$ cat config.mk
export PLATFORM = sky130hd
export DESIGN_NAME = mips_multicycle_ctrl
export DESIGN_NICKNAME = d
export VERILOG_FILES = /design/src/rtl/mips_pkg.sv /design/src/rtl/mips_ctrl_wait_cnt.sv /design/src/rtl/mips_multicycle_ctrl.sv
export SDC_FILE = /design/constraint.sdc
export NUM_CORES = 1
export LEC_CHECK = 0
export CAP_MARGIN = 20
export CORE_AREA = 2 2 39 41
export DETAILED_ROUTE_END_ITERATION = 6
export DIE_AREA = 0 0 41 43
export PLACE_DENSITY = 0.77
export SLEW_MARGIN = 20
export SYNTH_ARGS = -nofsm -noshare
export SYNTH_HDL_FRONTEND = slang
export SYNTH_SLANG_ARGS = --single-unit
$ cat constraint.sdc
create_clock -name clk -period 3.3 [get_ports clk]
set_input_delay 0.495 -clock clk [delete_from_list [all_inputs] [get_ports clk]]
set_output_delay 0.495 -clock clk [all_outputs]
set_load 0.03 [all_outputs]
$ cat src/rtl/mips_pkg.sv
// Shared encodings for the Extended-MIPS multicycle control path: opcodes,
// ALUOp, datapath mux selects and the main control state enum.
package mips_pkg;

    localparam logic [5:0] OP_RTYPE = 6'b000000;
    localparam logic [5:0] OP_LW    = 6'b100011;
    localparam logic [5:0] OP_SW    = 6'b101011;
    localparam logic [5:0] OP_BEQ   = 6'b000100;
    localparam logic [5:0] OP_J     = 6'b000010;
    localparam logic [5:0] OP_ADDI  = 6'b001000;

    localparam logic [1:0] ALUOP_ADD   = 2'b00;
    localparam logic [1:0] ALUOP_SUB   = 2'b01;
    localparam logic [1:0] ALUOP_FUNCT = 2'b10;

    localparam logic [1:0] PCSRC_ALU    = 2'b00;
    localparam logic [1:0] PCSRC_ALUOUT = 2'b01;
    localparam logic [1:0] PCSRC_JUMP   = 2'b10;

    localparam logic [1:0] SRCB_RT      = 2'b00;
    localparam logic [1:0] SRCB_FOUR    = 2'b01;
    localparam logic [1:0] SRCB_IMM     = 2'b10;
    localparam logic [1:0] SRCB_IMM_SH2 = 2'b11;

    typedef enum logic [3:0] {
        S_IDLE,
        S_FETCH,
        S_DECODE,
        S_MEM_ADDR,
        S_MEM_READ,
        S_MEM_WB,
        S_MEM_WRITE,
        S_EXECUTE,
        S_R_WB,
        S_BRANCH,
        S_JUMP,
        S_ADDI_EXEC,
        S_ADDI_WB
    } ctrl_state_t;

endpackage

$ cat src/rtl/mips_ctrl_wait_cnt.sv
// Memory wait-state counter: counts stalled cycles in a memory state and flags
// a timeout on the last allowed cycle (MEM_WAIT_LIMIT = 0 disables the timeout).
module mips_ctrl_wait_cnt #(
    parameter int MEM_WAIT_LIMIT = 0,
    parameter int CNT_W          = 8
) (
    input  logic clk,
    input  logic rst_n,
    input  logic in_mem_state_i,
    input  logic mem_ready_i,
    output logic timeout_o
);

    localparam bit               LIMIT_EN = (MEM_WAIT_LIMIT > 0);
    localparam logic [CNT_W-1:0] LAST_CNT = LIMIT_EN ? CNT_W'(MEM_WAIT_LIMIT - 1) : '0;

    logic [CNT_W-1:0] cnt_q;
    logic [CNT_W-1:0] cnt_d;

    // A ready cycle on the limit wins over the timeout.
    assign timeout_o = LIMIT_EN && in_mem_state_i && !mem_ready_i && (cnt_q == LAST_CNT);

    // Any exit from a memory state (done or aborted) leaves the count at zero,
    // so every entry into FETCH/MEM_READ/MEM_WRITE starts from a clean count.
    always_comb begin
        cnt_d = '0;
        if (in_mem_state_i && !mem_ready_i && !timeout_o) begin
            cnt_d = cnt_q + CNT_W'(1);
        end
    end

    always_ff @(posedge clk or negedge rst_n) begin
        if (!rst_n) begin
            cnt_q <= '0;
        end else begin
            cnt_q <= cnt_d;
        end
    end

endmodule

$ cat src/rtl/mips_multicycle_ctrl.sv
// Multicycle main control FSM for the Extended-MIPS datapath with memory-ready
// handshake and optional timeout. Define MIPS_CTRL_ADDI_EN to decode ADDI.
module mips_multicycle_ctrl
    import mips_pkg::*;
#(
    parameter int MEM_WAIT_LIMIT = 0,
    parameter int CNT_W          = 8
) (
    input  logic       clk,
    input  logic       rst_n,
    input  logic [5:0] opcode,
    input  logic       mem_ready,
    output logic       pc_write,
    output logic       pc_write_cond,
    output logic [1:0] pc_source,
    output logic       i_or_d,
    output logic       mem_read,
    output logic       mem_write,
    output logic       ir_write,
    output logic       mem_to_reg,
    output logic       reg_dst,
    output logic       reg_write,
    output logic       alu_src_a,
    output logic [1:0] alu_src_b,
    output logic       alu_op1,
    output logic       alu_op0,
    output logic       bus_error,
    output logic       illegal_op
);

    ctrl_state_t state_q;
    ctrl_state_t state_d;
    logic        in_mem_state;
    logic        timeout;
    logic [1:0]  alu_op;

    assign in_mem_state = (state_q == S_FETCH) || (state_q == S_MEM_READ) ||
                          (state_q == S_MEM_WRITE);
    assign {alu_op1, alu_op0} = alu_op;

    mips_ctrl_wait_cnt #(
        .MEM_WAIT_LIMIT (MEM_WAIT_LIMIT),
        .CNT_W          (CNT_W)
    ) u_wait_cnt (
        .clk            (clk),
        .rst_n          (rst_n),
        .in_mem_state_i (in_mem_state),
        .mem_ready_i    (mem_ready),
        .timeout_o      (timeout)
    );

    always_ff @(posedge clk or negedge rst_n) begin
        if (!rst_n) begin
            state_q <= S_IDLE;
        end else begin
            state_q <= state_d;
        end
    end

    always_comb begin
        state_d       = state_q;
        pc_write      = 1'b0;
        pc_write_cond = 1'b0;
        pc_source     = PCSRC_ALU;
        i_or_d        = 1'b0;
        mem_read      = 1'b0;
        mem_write     = 1'b0;
        ir_write      = 1'b0;
        mem_to_reg    = 1'b0;
        reg_dst       = 1'b0;
        reg_write     = 1'b0;
        alu_src_a     = 1'b0;
        alu_src_b     = SRCB_RT;
        alu_op        = ALUOP_ADD;
        bus_error     = timeout;
        illegal_op    = 1'b0;

        case (state_q)
            S_IDLE: state_d = S_FETCH;
            S_FETCH: begin
                mem_read  = 1'b1;
                alu_src_b = SRCB_FOUR;
                ir_write  = mem_ready;
                pc_write  = mem_ready;
                if (timeout)        state_d = S_FETCH;
                else if (mem_ready) state_d = S_DECODE;
            end
            S_DECODE: begin
                alu_src_b = SRCB_IMM_SH2;
                case (opcode)
                    OP_LW, OP_SW: state_d = S_MEM_ADDR;
                    OP_RTYPE:     state_d = S_EXECUTE;
                    OP_BEQ:       state_d = S_BRANCH;
                    OP_J:         state_d = S_JUMP;
`ifdef MIPS_CTRL_ADDI_EN
                    OP_ADDI:      state_d = S_ADDI_EXEC;
`endif
                    default: begin
                        illegal_op = 1'b1;
                        state_d    = S_FETCH;
                    end
                endcase
            end
            S_MEM_ADDR: begin
                alu_src_a = 1'b1;
                alu_src_b = SRCB_IMM;
                state_d   = (opcode == OP_SW) ? S_MEM_WRITE : S_MEM_READ;
            end
            S_MEM_READ: begin
                mem_read = 1'b1;
                i_or_d   = 1'b1;
                if (timeout)        state_d = S_FETCH;
                else if (mem_ready) state_d = S_MEM_WB;
            end
            S_MEM_WB: begin
                reg_write  = 1'b1;
                mem_to_reg = 1'b1;
                state_d    = S_FETCH;
            end
            S_MEM_WRITE: begin
                mem_write = 1'b1;
                i_or_d    = 1'b1;
                if (timeout || mem_ready) state_d = S_FETCH;
            end
            S_EXECUTE: begin
                alu_src_a = 1'b1;
                alu_op    = ALUOP_FUNCT;
                state_d   = S_R_WB;
            end
            S_R_WB: begin
                reg_write = 1'b1;
                reg_dst   = 1'b1;
                state_d   = S_FETCH;
            end
            S_BRANCH: begin
                alu_src_a     = 1'b1;
                alu_op        = ALUOP_SUB;
                pc_write_cond = 1'b1;
                pc_source     = PCSRC_ALUOUT;
                state_d       = S_FETCH;
            end
            S_JUMP: begin
                pc_write  = 1'b1;
                pc_source = PCSRC_JUMP;
                state_d   = S_FETCH;
            end
`ifdef MIPS_CTRL_ADDI_EN
            S_ADDI_EXEC: begin
                alu_src_a = 1'b1;
                alu_src_b = SRCB_IMM;
                state_d   = S_ADDI_WB;
            end
            S_ADDI_WB: begin
                reg_write = 1'b1;
                state_d   = S_FETCH;
            end
`endif
            default: state_d = S_FETCH;
        endcase
    end

endmodule

# ---- Word-level counts from Yosys, hierarchy flattened
# Cells that the tools add are included.
dict set report op_classes {
  eq_ne 17
  muxes 21
  n_reduce_logical 8
}
# op count
set op_table {}
lappend op_table {{4-bit one-hot mux with 6 select lines} 1}
lappend op_table {{4-bit by 3-bit == test with 1-bit output, second input constant} 4}
lappend op_table {{4-bit one-hot mux with 4 select lines} 1}
lappend op_table {{4-bit == test, second input constant} 3}
lappend op_table {{6-bit == test, second input constant} 2}
lappend op_table {{4-bit two-way mux} 3}
lappend op_table {{1-bit two-way mux} 11}
lappend op_table {{4-bit by 2-bit == test with 1-bit output, second input constant} 2}
lappend op_table {{2-bit one-hot mux with 2 select lines} 2}
lappend op_table {{2-bit OR reduction} 4}
lappend op_table {{6-bit by 2-bit == test with 1-bit output, second input constant} 1}
lappend op_table {{6-bit by 3-bit == test with 1-bit output, second input constant} 1}
lappend op_table {{6-bit zero test} 1}
lappend op_table {{2-bit != test, second input constant} 3}
lappend op_table {{2-bit one-hot mux with 3 select lines} 1}
lappend op_table {{5-bit OR reduction} 1}
lappend op_table {{4-bit by 1-bit == test with 1-bit output, second input constant} 1}
lappend op_table {{3-bit AND reduction} 1}
lappend op_table {{3-bit OR reduction} 1}
lappend op_table {{2-bit two-way mux} 1}
lappend op_table {{1-bit one-hot mux with 2 select lines} 1}
dict set report totals {
  ff_bits 4
  in_bits 9
  out_inout_bits 18
  elab_cells 47
}

# ---- Depth between registers and ports, before layout
# Gate-level depths: netlist of run 1.
dict set report logic_depth {
  word_depth 4
  ltp_mapped 5
  depth_no_buf 4
}

# ---- Modules after synthesis
# A second synthesis of run 1 with hierarchy kept.
dict set report hier_totals {
  hier_cells 75
  area_unflattened_um2 513.0
}
# mod instances cells_per_inst area_each_um2 seq_area_each_um2
set modules_own_cells {}
lappend modules_own_cells {mips_multicycle_ctrl 1 73 501.7 100.1}
lappend modules_own_cells {mips_ctrl_wait_cnt 1 2 11.3 0.0}

# ---- Worst setup path before layout of run 1
# Ideal clock, no wire load.
dict set report synth_timing {
  path_type {reg-to-output}
  from {reg state_q[2]}
  to {out reg_write}
  arrival_time_ns 1.812
  required_time_ns 2.805
  slack_ns 0.993
  path_stages_with_launch 5
  path_cell_list {dfrtp_1 > clkbuf_1 > nand2b_1 > nor3_1 > or2_2}
}
dict set report synth_between {
  elab_chain_len 3
}
# item line_no
set synth_rtl {}
lappend synth_rtl {{start, declared} mips_multicycle_ctrl.sv:31} ;# ctrl_state_t state_q;
lappend synth_rtl {{start signal, assigned} mips_multicycle_ctrl.sv:56} ;# state_q <= state_d;
lappend synth_rtl {{4-bit == test or 4-bit by 3-bit == test with 1-bit output (tied branches)} mips_multicycle_ctrl.sv:78} ;# case (state_q)
lappend synth_rtl {{2-bit OR reduction (no line) (*)} n/a}
lappend synth_rtl {{1-bit two-way mux (*)} mips_multicycle_ctrl.sv:78}
lappend synth_rtl {{end, declared} mips_multicycle_ctrl.sv:22} ;# output logic reg_write,
# Every way passes the cells marked *; elsewhere a longest branch is shown, timed or not.

# ---- Worst setup path in the final report of run 1
dict set report layout_timing {
  from {in opcode[5]}
  to {out illegal_op}
}
dict set report layout_between {
  elab_chain_len 4
}
# item line_no
set layout_rtl {}
lappend layout_rtl {{start, declared} mips_multicycle_ctrl.sv:11} ;# input logic [5:0] opcode,
lappend layout_rtl {{6-bit == test, or another cell as far along} mips_multicycle_ctrl.sv:90} ;# case (opcode)
lappend layout_rtl {{5-bit OR reduction (no line) (*)} n/a}
lappend layout_rtl {{1-bit two-way mux (*)} mips_multicycle_ctrl.sv:90}
lappend layout_rtl {{1-bit two-way mux (*)} mips_multicycle_ctrl.sv:78}
lappend layout_rtl {{end, declared} mips_multicycle_ctrl.sv:28} ;# output logic illegal_op
# Marked as above.

==> metrics.md, run 1 <==
| Metric | Value |
|---|---|
| Largest net degree at the start of global routing | 12 |
| # Post-CTS Setup Buffers | 0 |
| CP startpoint | opcode[5] |
| GPL Wtd Cong | between 0.8 and 0.9 |
| FP Rows | 14 |
| Flop pwr share | 20.3% |
| Initial DRC count | 3 |
| Syn avg cell area | 6.88 sq um |
| Die Y | 43 um |
| Nets | 97 |
| Status | completed |
| Most frequent cells in the layout | clkdlybuf4s50_1 (25), nor2_1 (9), o21ai_0 (7) |
| Pwr per Cell Area | 797 nW/um^2 |
| Critical Path Start Type | input pin |
| Post-layout util | around 50% |
| DRC | 0 |
| Die area | 1760 sq um |
| CP Cell Sequence | clkdlybuf4s50_1 > or3_1 > o22ai_1 > a21oi_1 > clkdlybuf4s50_1 |
| Int Power | 0.272 mW |
| CP max FO | 5 |
| CP delay by family, top | buffers and inverters |
| Worst Path Buf+Inv | 2 |
| # resized after CTS | 0 |
| Max-Cap Viols | 0 |
| R2r endpoint | state_q[3] |
| Flops & latches, synth | 4 |
| Seq/Total Area, Yosys | between 20% and 30% |
| Wire per inst | 12.5 um |
| Worst-Skew Late Latency | 0.23 ns |
| Final antenna-violating net count | 0 |
| DR pass1 iterations | 4 |
| Most flops, register | state_q |
| Clock transition at the registers of the reported paths | ~0.04 ns |
| Reg2reg setup slack | ~1.6 ns |
| CTS Sinks | 4 |
| CTS tree | done |
| Vias per cell | 5.06 |
| Mapped Area | between 400 and 500 sq um |
| Most frequent CP cell | clkdlybuf4s50_1 |
| Clock buffer count from CTS | 3 |
| CP Capture Type | output pin |
| Core area | 1380 sq um |
| Global-route wire length before repair | 1980 um |
| Sequential cell area | 100 sq um |
| Worst Skew | 0.00341 ns |
| Antenna violations before repair | 0 |
| Clock buffer depth | 2 |
| H-tree Lvls | 1 |
| Crit path largest cell delay | 0.59 ns |
| Boundary Pins | 27 |
| Worst R2R Start | state_q[0] |
| Post-synthesis cell count | 64 |
| Sw Share | 51.0% |
| Effective utilization at floorplan | 31.8% |
| ANT cells | 0 |
| GRT Overall Usage | 16.9% |
| Yosys cell types | 27 |
| Grt total ovfl | 0 |
| Vias | 516 |
| Final setup fails | 0 |
| WP depth | 5 |
| Most common cell after layout, fill and taps aside | clkdlybuf4s50_1 |
| Max IR drop VDD | ~0.46 mV |
| Period utilisation layout | 82.0% |
| Total net switching power | 0.283 mW |
| Yosys warning total | 0 |
| RSZ-0062 raised after global routing | no |
| Biggest regs | state_q: 4 flops |
| Min-delay worst type | in -> async |
| PortBufs | 25 |
| Worst reg-to-reg path cell count | 4 |
| Hpwl dp | 915 um |
| Largest register FFs | 4 |
| Final Hold Fails | 0 |
| Max Clk Rate | 370 MHz |
| CTS Hold Bufs | 0 |
| Clk pwr share | 10.9% |
| Drt total wl | 1270 um |
| Vias in the first global route | 471 |
| LEAKAGE | 0.268 nW |
| Footprint of the multi-input gates | 295 sq um |
| CP Data Arrival Time | around 2.2 ns |
| Slowest CP cell | clkdlybuf4s50_1 |
| Combinational power share | 68.8% |
| Final TNS setup | 0 ns |
| Root buffer cell | clkbuf_4 |
| Critical path class | in -> out |
| Post-synth net total | 73 |
| Max Slew Vio Count | 0 |
| Worst path required time | 2.80 ns |
| Area grow syn2layout | 58.0% |
| Critical Path Sink | illegal_op |
| Share of layout cells above drive strength 1 | 5.81% |
| Die X | approximately 41 um |
| Fill count | 142 |
| Period minus WS final | 2.71 ns |
## cells by family (layout without fill, tap and decap cells)
family / count (synthesis) / in the layout / share of synthesized area [%]
flops: 4 / 4 / 22.7
simple gates: 34 / 34 / 42.3
xor+xnor: 2 / 2 / 3.98
compound gates: 15 / 15 / 19.9
other cells: 1 / 1 / 0.851
buf+inv: 8 / 30 / 10.2
## layout make-up
type,instances,area share (%)
Sequential cell,4,14.4
Timing Repair Buffer,25,36.0
Inverter,2,1.08
Tap cell,16,2.88
Clock buffer,3,3.24
Multi-Input combinational cell,52,42.4
## per-stage QoR
stage | total power [mW] | worst slack [ns] | hold WS, ns | area (sq um) | instances
floorplan | 0.360 | 0.993 | 0.199 | 440 | 64
global route | 0.592 | 0.525 | 0.473 | 696 | 102
global placement | 0.490 | 0.614 | 0.627 | 673 | 99
finish | 0.554 | 0.594 | 0.460 | 696 | 102
CTS | 0.560 | 0.584 | 0.456 | 696 | 102
detailed placement | 0.491 | 0.596 | 0.626 | 673 | 99
## per-layer routing
layer,GRT usage (%),wire (um)
met4,6.00,0
met3,6.81,106
met2,24.7,581
met5,0,0
met1,21.6,585
## power by group through the flow
stage	Clock, mW	Sequential, mW	Combinational (mW)
2_1_floorplan	0	0.0746	0.285
3_3_place_gp	0	0.112	0.378
3_5_place_dp	0	0.113	0.378
4_1_cts	0.0640	0.112	0.384
5_1_grt	0.0669	0.119	0.407
6_report	0.0603	0.113	0.381
## how the worst min path moves through the flow
stage | endpoint | slack [ns] | cells after the start
final | state_q[3] | 0.46 | 1
after global routing | state_q[1] | 0.47 | 1
after CTS | state_q[3] | 0.46 | 1
after detailed placement | state_q[2] | 0.63 | 1
after global placement | state_q[2] | 0.63 | 1
after floorplan | state_q[0] | 0.20 | 0
## synth_stat cells, drive strengths merged
master | instances | area (sq um)
o311ai | 1 | 8.76
nand3 | 2 | 10.0
a21oi | 3 | 15.0
a211oi | 1 | 7.51
xnor2 | 2 | 17.5
nand2b | 5 | 38.8
o21bai | 1 | 7.51
buf | 3 | 26.3
nand2 | 3 | 11.3
and2 | 2 | 12.5
nor2 | 9 | 33.8
or4 | 1 | 7.51
nor3 | 3 | 15.0
o22ai | 1 | 6.26
a21o | 1 | 7.51
o21ai | 7 | 35.0
or2 | 1 | 6.26
conb | 1 | 3.75
inv | 2 | 7.51
dfrtp | 4 | 100
nor4 | 3 | 18.8
or3 | 2 | 12.5
clkbuf | 3 | 11.3
or2b | 1 | 7.51
nor2b | 2 | 12.5
No activity file was read; power rests on OpenSTA's default activity.
==> run 2: changes to the inputs <==
==> constraint.sdc (replaced) <==
create_clock -name clk -period 2.5 [get_ports clk]
set_input_delay 0.375 -clock clk [delete_from_list [all_inputs] [get_ports clk]]
set_output_delay 0.375 -clock clk [all_outputs]
set_load 0.03 [all_outputs]
==> metrics.md, run 2 (same netlist as run 1, synthesis figures left out) <==
| Metric | Value |
|---|---|
| Status | completed |
| Worst path required time | 2.12 ns (-0.68 ns) |
| Worst-Skew Late Latency | 0.24 ns (about the same) |
| Drt total wl | 1320 um (+3.9%) |
| Vias in the first global route | 510 (+8.3%) |
| RSZ-0062 raised after global routing | no |
| Int Power | 0.383 mW (+41%) |
| CTS tree | done |
| Biggest regs | state_q: 4 flops |
| Vias | 561 (+8.7%) |
| ANT cells | 0 (unchanged) |
| Most common cell after layout, fill and taps aside | clkdlybuf4s50_1 |
| Global-route wire length before repair | 2160 um (+9.0%) |
| Final antenna-violating net count | 0 (unchanged) |
| Clock buffer depth | 2 (unchanged) |
| CP Data Arrival Time | 1.98 ns (-0.23 ns) |
| Placed cell count | 104 (+5.1%) |
| H-tree Lvls | 1 (unchanged) |
| Worst Skew | 0.00436 ns (+0.000948 ns) |
| Die area | 1760 sq um (unchanged) |
| CTS Hold Bufs | 0 (unchanged) |
| Clock transition at the registers of the reported paths | 0.04 ns (about the same) |
| Final Hold Fails | 0 (unchanged) |
| Most frequent cells in the layout | clkdlybuf4s50_1 (23), nor2_1 (9), o21ai_0 (7) |
| CTS Sinks | 4 (unchanged) |
| Period utilisation layout | between 90% and 100% |
| CP Capture Type | output pin |
| Boundary Pins | 27 (unchanged) |
| Hpwl dp | 997 um (+9.0%) |
| Pwr per Cell Area | 1040 nW/um^2 (+31%) |
| DRC | 0 (unchanged) |
| CP Cell Sequence | nand2b_1 > nor3_1 > or2_2 > clkdlybuf4s50_1 |
| Max Slew Vio Count | 0 (unchanged) |
| Worst R2R Start | state_q[0] |
| Min-delay worst type | in -> async |
| Die X | 41 um (unchanged) |
| FP Rows | 14 (unchanged) |
| Most flops, register | state_q |
| LEAKAGE | 0.325 nW (+21%) |
| Worst slack at placement | 0.106 ns (-0.490 ns) |
| Worst reg-to-reg path cell count | 4 (unchanged) |
| Die Y | 43 um (unchanged) |
| Final setup fails | 0 (unchanged) |
| Max-Cap Viols | 0 (unchanged) |
| Vias per cell | 5.24 (+3.6%) |
| Flop pwr share | 16.6% (-3.7 points) |
| Core area | 1380 sq um (unchanged) |
| Final WS setup | 0.142 ns (-0.452 ns) |
| # Post-CTS Setup Buffers | 0 (unchanged) |
| Largest register FFs | 4 (unchanged) |
| # resized after CTS | 0 (unchanged) |
| CP delay by family, top | buffers and inverters |
| Root buffer cell | clkbuf_4 |
| Final TNS setup | 0 ns (unchanged) |
| Max IR drop VDD | 0.624 mV (+36%) |
| Wire per inst | 12.4 um (-0.93%) |
| R2r endpoint | state_q[3] |
| Critical path class | reg -> out |
| Crit path largest cell delay | 0.66 ns (+0.07 ns) |
| PortBufs | 25 (unchanged) |
| Combinational power share | 72.5% (+3.7 points) |
| GRT Overall Usage | 18.2% (+1.3 points) |
| Post-Layout Cell Count | 107 (+4.9%) |
| Clock buffer count from CTS | 3 (unchanged) |
| Slowest CP cell | clkdlybuf4s50_1 |
| Share of layout cells above drive strength 1 | 11.0% (+5.2 points) |
| Worst Path Buf+Inv | 1 (-1) |
| Max Clk Rate | roughly 420 MHz |
| Period minus WS final | 2.36 ns |
| Antenna violations before repair | 0 (unchanged) |
| Total net switching power | 0.386 mW (+36%) |
| Area grow syn2layout | 67.6% |
| Grt total ovfl | 0 (unchanged) |
| GPL Wtd Cong | 0.806 (-0.87%) |
| Initial DRC count | 13 (+10) |
| Effective utilization at floorplan | 31.8% (unchanged) |
| CP max FO | 11 (+6) |
| Clk pwr share | 10.9% (about the same) |
| Sw Share | 50.2% (-0.83 points) |
| Reg2reg setup slack | 0.84 ns (-0.74 ns) |
| Hold WS | 0.336 ns (-0.124 ns) |
| DR pass1 iterations | 4 (unchanged) |
| Largest net degree at the start of global routing | 12 (unchanged) |
| Nets | 102 (+5.2%) |
| Critical Path Start Type | flop |
## run 2: cell count changes in the layout (fill, tap and decap cells not counted), sizes merged
cell	change
dlymetal6s2s	+2
clkdlybuf4s50	-2
buf	+5
## run 2: worst max path at each step
stage / start / end / slack, ns / depth (start not counted)
4_1_cts: state_q[1] / pc_write / 0.06 / 5
6_report: state_q[3] / reg_write / 0.14 / 4
3_5_place_dp: opcode[5] / illegal_op / 0.11 / 5
3_3_place_gp: opcode[5] / illegal_op / 0.11 / 5
2_1_floorplan: state_q[2] / reg_write / 0.31 / 4
5_1_grt: state_q[3] / alu_src_a / 0.006 / 4
## run 2: layout make-up
class | count | area [sq um]
fill | 141 | 646
multi-input combinational | 52 | 295
timing repair buffer | 30 | 293
sequential | 4 | 100
clock buffer | 3 | 22.5
tap | 16 | 20.0
inverter | 2 | 7.51
## run 2: layer usage
metal,global-route usage (%),up-vias,routed length (um)
li1,-,273,-
met1,23.2,253,580
met2,25.3,30,581
met3,9.95,5,139
met4,6.00,0,20
met5,0,-,0
## run 2: worst reg2reg max path, stage by stage, from the launching register on
cell and delay [ns]:
dfrtp_1 0.43, nand2b_4 0.19, or3_1 0.33, or4_1 0.52, o21ai_0 0.10
## run 2: stage by stage
step	power, mW	cell area [sq um]	util [%]
final	0.769	738	53.3
after global routing	0.820	738	53.3
after CTS	0.773	733	53.0
after detailed placement	0.682	711	51.4
after global placement	0.681	711	51.4
after floorplan	0.475	440	-
## run 2: power groups by stage
stage	clock network, mW	logic, mW	registers, mW
after detailed placement	0	0.556	0.127
after global placement	0	0.553	0.128
after global routing	0.0888	0.600	0.131
after floorplan	0	0.376	0.0985
after CTS	0.0848	0.562	0.126
final	0.0838	0.558	0.127
==> run 3: changes to the inputs <==
--- a/config.mk
+++ b/config.mk
@@ -10,7 +10,7 @@
 export DETAILED_ROUTE_END_ITERATION = 6
 export DIE_AREA = 0 0 41 43
 export PLACE_DENSITY = 0.77
-export SLEW_MARGIN = 20
+export SLEW_MARGIN = 0
 export SYNTH_ARGS = -nofsm -noshare
 export SYNTH_HDL_FRONTEND = slang
 export SYNTH_SLANG_ARGS = --single-unit
==> constraint.sdc (replaced) <==
create_clock -name clk -period 2.5 [get_ports clk]
set_input_delay 0.5 -clock clk [delete_from_list [all_inputs] [get_ports clk]]
set_output_delay 0.5 -clock clk [all_outputs]
set_load 0.03 [all_outputs]
==> metrics.md, run 3 (same netlist as run 1, synthesis figures left out) <==
| Metric | Value |
|---|---|
| Die Y | 43 um (unchanged) |
| FP Rows | 14 (unchanged) |
| Root buffer cell | clkbuf_4 |
| Nets | 107 (+4.9%) |
| Max IR drop VDD | 0.567 mV (-9.2%) |
| Status | completed |
| GRT Overall Usage | 17.0% (-1.1 points) |
| CTS tree | done |
| Biggest regs | state_q: 4 flops |
| Most common cell after layout, fill and taps aside | clkdlybuf4s50_1 |
| DRC | 0 (unchanged) |
| Final setup fails | 0 (unchanged) |
| Wire per inst | 11.6 um (-6.2%) |
| Worst slack at placement | -0.144 ns (-0.250 ns) |
| Largest register FFs | 4 (unchanged) |
| Global-route wire length before repair | 2010 um (-6.7%) |
| Boundary Pins | 27 (unchanged) |
| Min-delay worst type | in -> async |
| Area grow syn2layout | 77.0% |
| Crit path largest cell delay | 0.41 ns (-0.25 ns) |
| CP Capture Type | output pin |
| Total chip power | 0.756 mW (-1.7%) |
| PortBufs | 25 (unchanged) |
| DR pass1 iterations | 4 (unchanged) |
| Worst-Skew Late Latency | 0.23 ns (about the same) |
| CTS Sinks | 4 (unchanged) |
| CTS Hold Bufs | 0 (unchanged) |
| CP Cell Sequence | clkdlybuf4s50_1 > or3_1 > o22ai_1 > a21oi_1 > dlygate4sd2_1 |
| CP Data Arrival Time | 1.91 ns (-0.07 ns) |
| Max Slew Vio Count | 0 (unchanged) |
| Critical path class | in -> out |
| Core area | 1380 sq um (unchanged) |
| Final WS setup | 0.0907 ns (-0.0516 ns) |
| Effective utilization at floorplan | 31.8% (unchanged) |
| Vias in the first global route | 482 (-5.5%) |
| ANT cells | 0 (unchanged) |
| LEAKAGE | 0.380 nW (+17%) |
| Most frequent cells in the layout | clkdlybuf4s50_1 (19), buf_4 (10), nor2_1 (9) |
| Clock buffer depth | 2 (unchanged) |
| CP delay by family, top | buffers and inverters |
| Clock buffer count from CTS | 3 (unchanged) |
| Period minus WS final | 2.41 ns (+0.0516 ns) |
| Drt total wl | 1300 um (-1.8%) |
| Fill count | 124 (-12%) |
| Final antenna-violating net count | 0 (unchanged) |
| Vias | 563 (+0.36%) |
| Die area | 1760 sq um (unchanged) |
| GPL Wtd Cong | 0.855 (+6.1%) |
| Initial DRC count | 11 (-2) |
| RSZ-0062 raised after global routing | no |
| Grt total ovfl | 0 (unchanged) |
| Final Hold Fails | 0 (unchanged) |
| H-tree Lvls | 1 (unchanged) |
| Share of layout cells above drive strength 1 | 16.7% (+5.7 points) |
| Critical Path Start Type | input pin |
| Die X | 41 um (unchanged) |
| Most flops, register | state_q |
| Worst path required time | 2.00 ns (-0.12 ns) |
| Period utilisation layout | 96.4% (+2.1 points) |
| Pwr per Cell Area | 969 nW/um^2 (-6.9%) |
| Clock transition at the registers of the reported paths | 0.04 ns (about the same) |
| Worst Path Buf+Inv | 2 (+1) |
| Vias per cell | 5.03 (-4.1%) |
| Placed cell count | 109 (+4.8%) |
| Slowest CP cell | clkdlybuf4s50_1 |
| # Post-CTS Setup Buffers | 0 (unchanged) |
| Max Clk Rate | 415 MHz (-2.1%) |
| Largest net degree at the start of global routing | 12 (unchanged) |
| Post-layout util | 56.3% (+3.0 points) |
| CP max FO | 2 (-9) |
| Worst Skew | 0.00426 ns (-0.0000939 ns) |
| Post-Layout Cell Count | 112 (+4.7%) |
| Antenna violations before repair | 0 (unchanged) |
| Max-Cap Viols | 0 (unchanged) |
| Hpwl dp | 995 um (-0.27%) |
[run 3: through the flow]
step           hold WS [ns]  TNS [ns]  instance area, sq um
3_5_place_dp          0.636    -0.144                   748
3_3_place_gp          0.625    -0.141                   748
5_1_grt               0.473         0                   779
6_report              0.467         0                   779
4_1_cts               0.461         0                   768
2_1_floorplan         0.204         0                   440
[run 3: layer usage]
layer	vias up	global-route usage, %	share of wire [%]
met3	0	8.90	9.7
li1	286	-	-
met5	-	0	0
met2	29	23.1	44
met4	0	4.00	0
met1	248	23.5	46
[run 3: timing repair]
| action | 4_1_cts | 5_1_grt |
|---|---|---|
| endpoints found under the setup margin | 2 | 4 |
| resized for setup | 2 | 5 |
| cloned | 0 | 0 |
| pin swaps | 0 | 0 |
[run 3: final timing paths]
| path | startpoint | to | slack, ns | depth (start not counted) |
|---|---|---|---|---|
| setup / recovery | opcode[5] | illegal_op | 0.09 | 5 |
| hold / removal | rst_n | state_q[0] | 0.47 | 1 |
| setup reg to reg | state_q[0] | state_q[3] | 0.86 | 4 |
| hold reg to reg | state_q[3] | state_q[2] | 0.56 | 1 |
| max in group asynchronous | rst_n | state_q[3] | 1.86 | 1 |
| min in group clk | state_q[3] | state_q[2] | 0.56 | 1 |
[run 3: worst reg2reg max path, delay by kind of cell (launching register included)]
family / cells / cell delay, ns
flops: 1 / 0.41
compound gates: 1 / 0.10
simple gates: 3 / 1.04
[run 3: power by group]
part	leakage (nW)	internal (mW)	switching (mW)	total, mW
sequential	0.0495	0.0869	0.0398	0.127
clock	0.0138	0.0534	0.0227	0.0761
combinational	0.317	0.237	0.316	0.553
[run 3: area by class of cell]
cell class / instances / area, sq um / share of cell area (%)
Timing Repair Buffer: 35 / 333 / 42.7
Multi-Input combinational cell: 52 / 295 / 37.9
Sequential cell: 4 / 101 / 13.0
Clock buffer: 3 / 22.5 / 2.89
Tap cell: 16 / 20.0 / 2.57
Inverter: 2 / 7.51 / 0.963
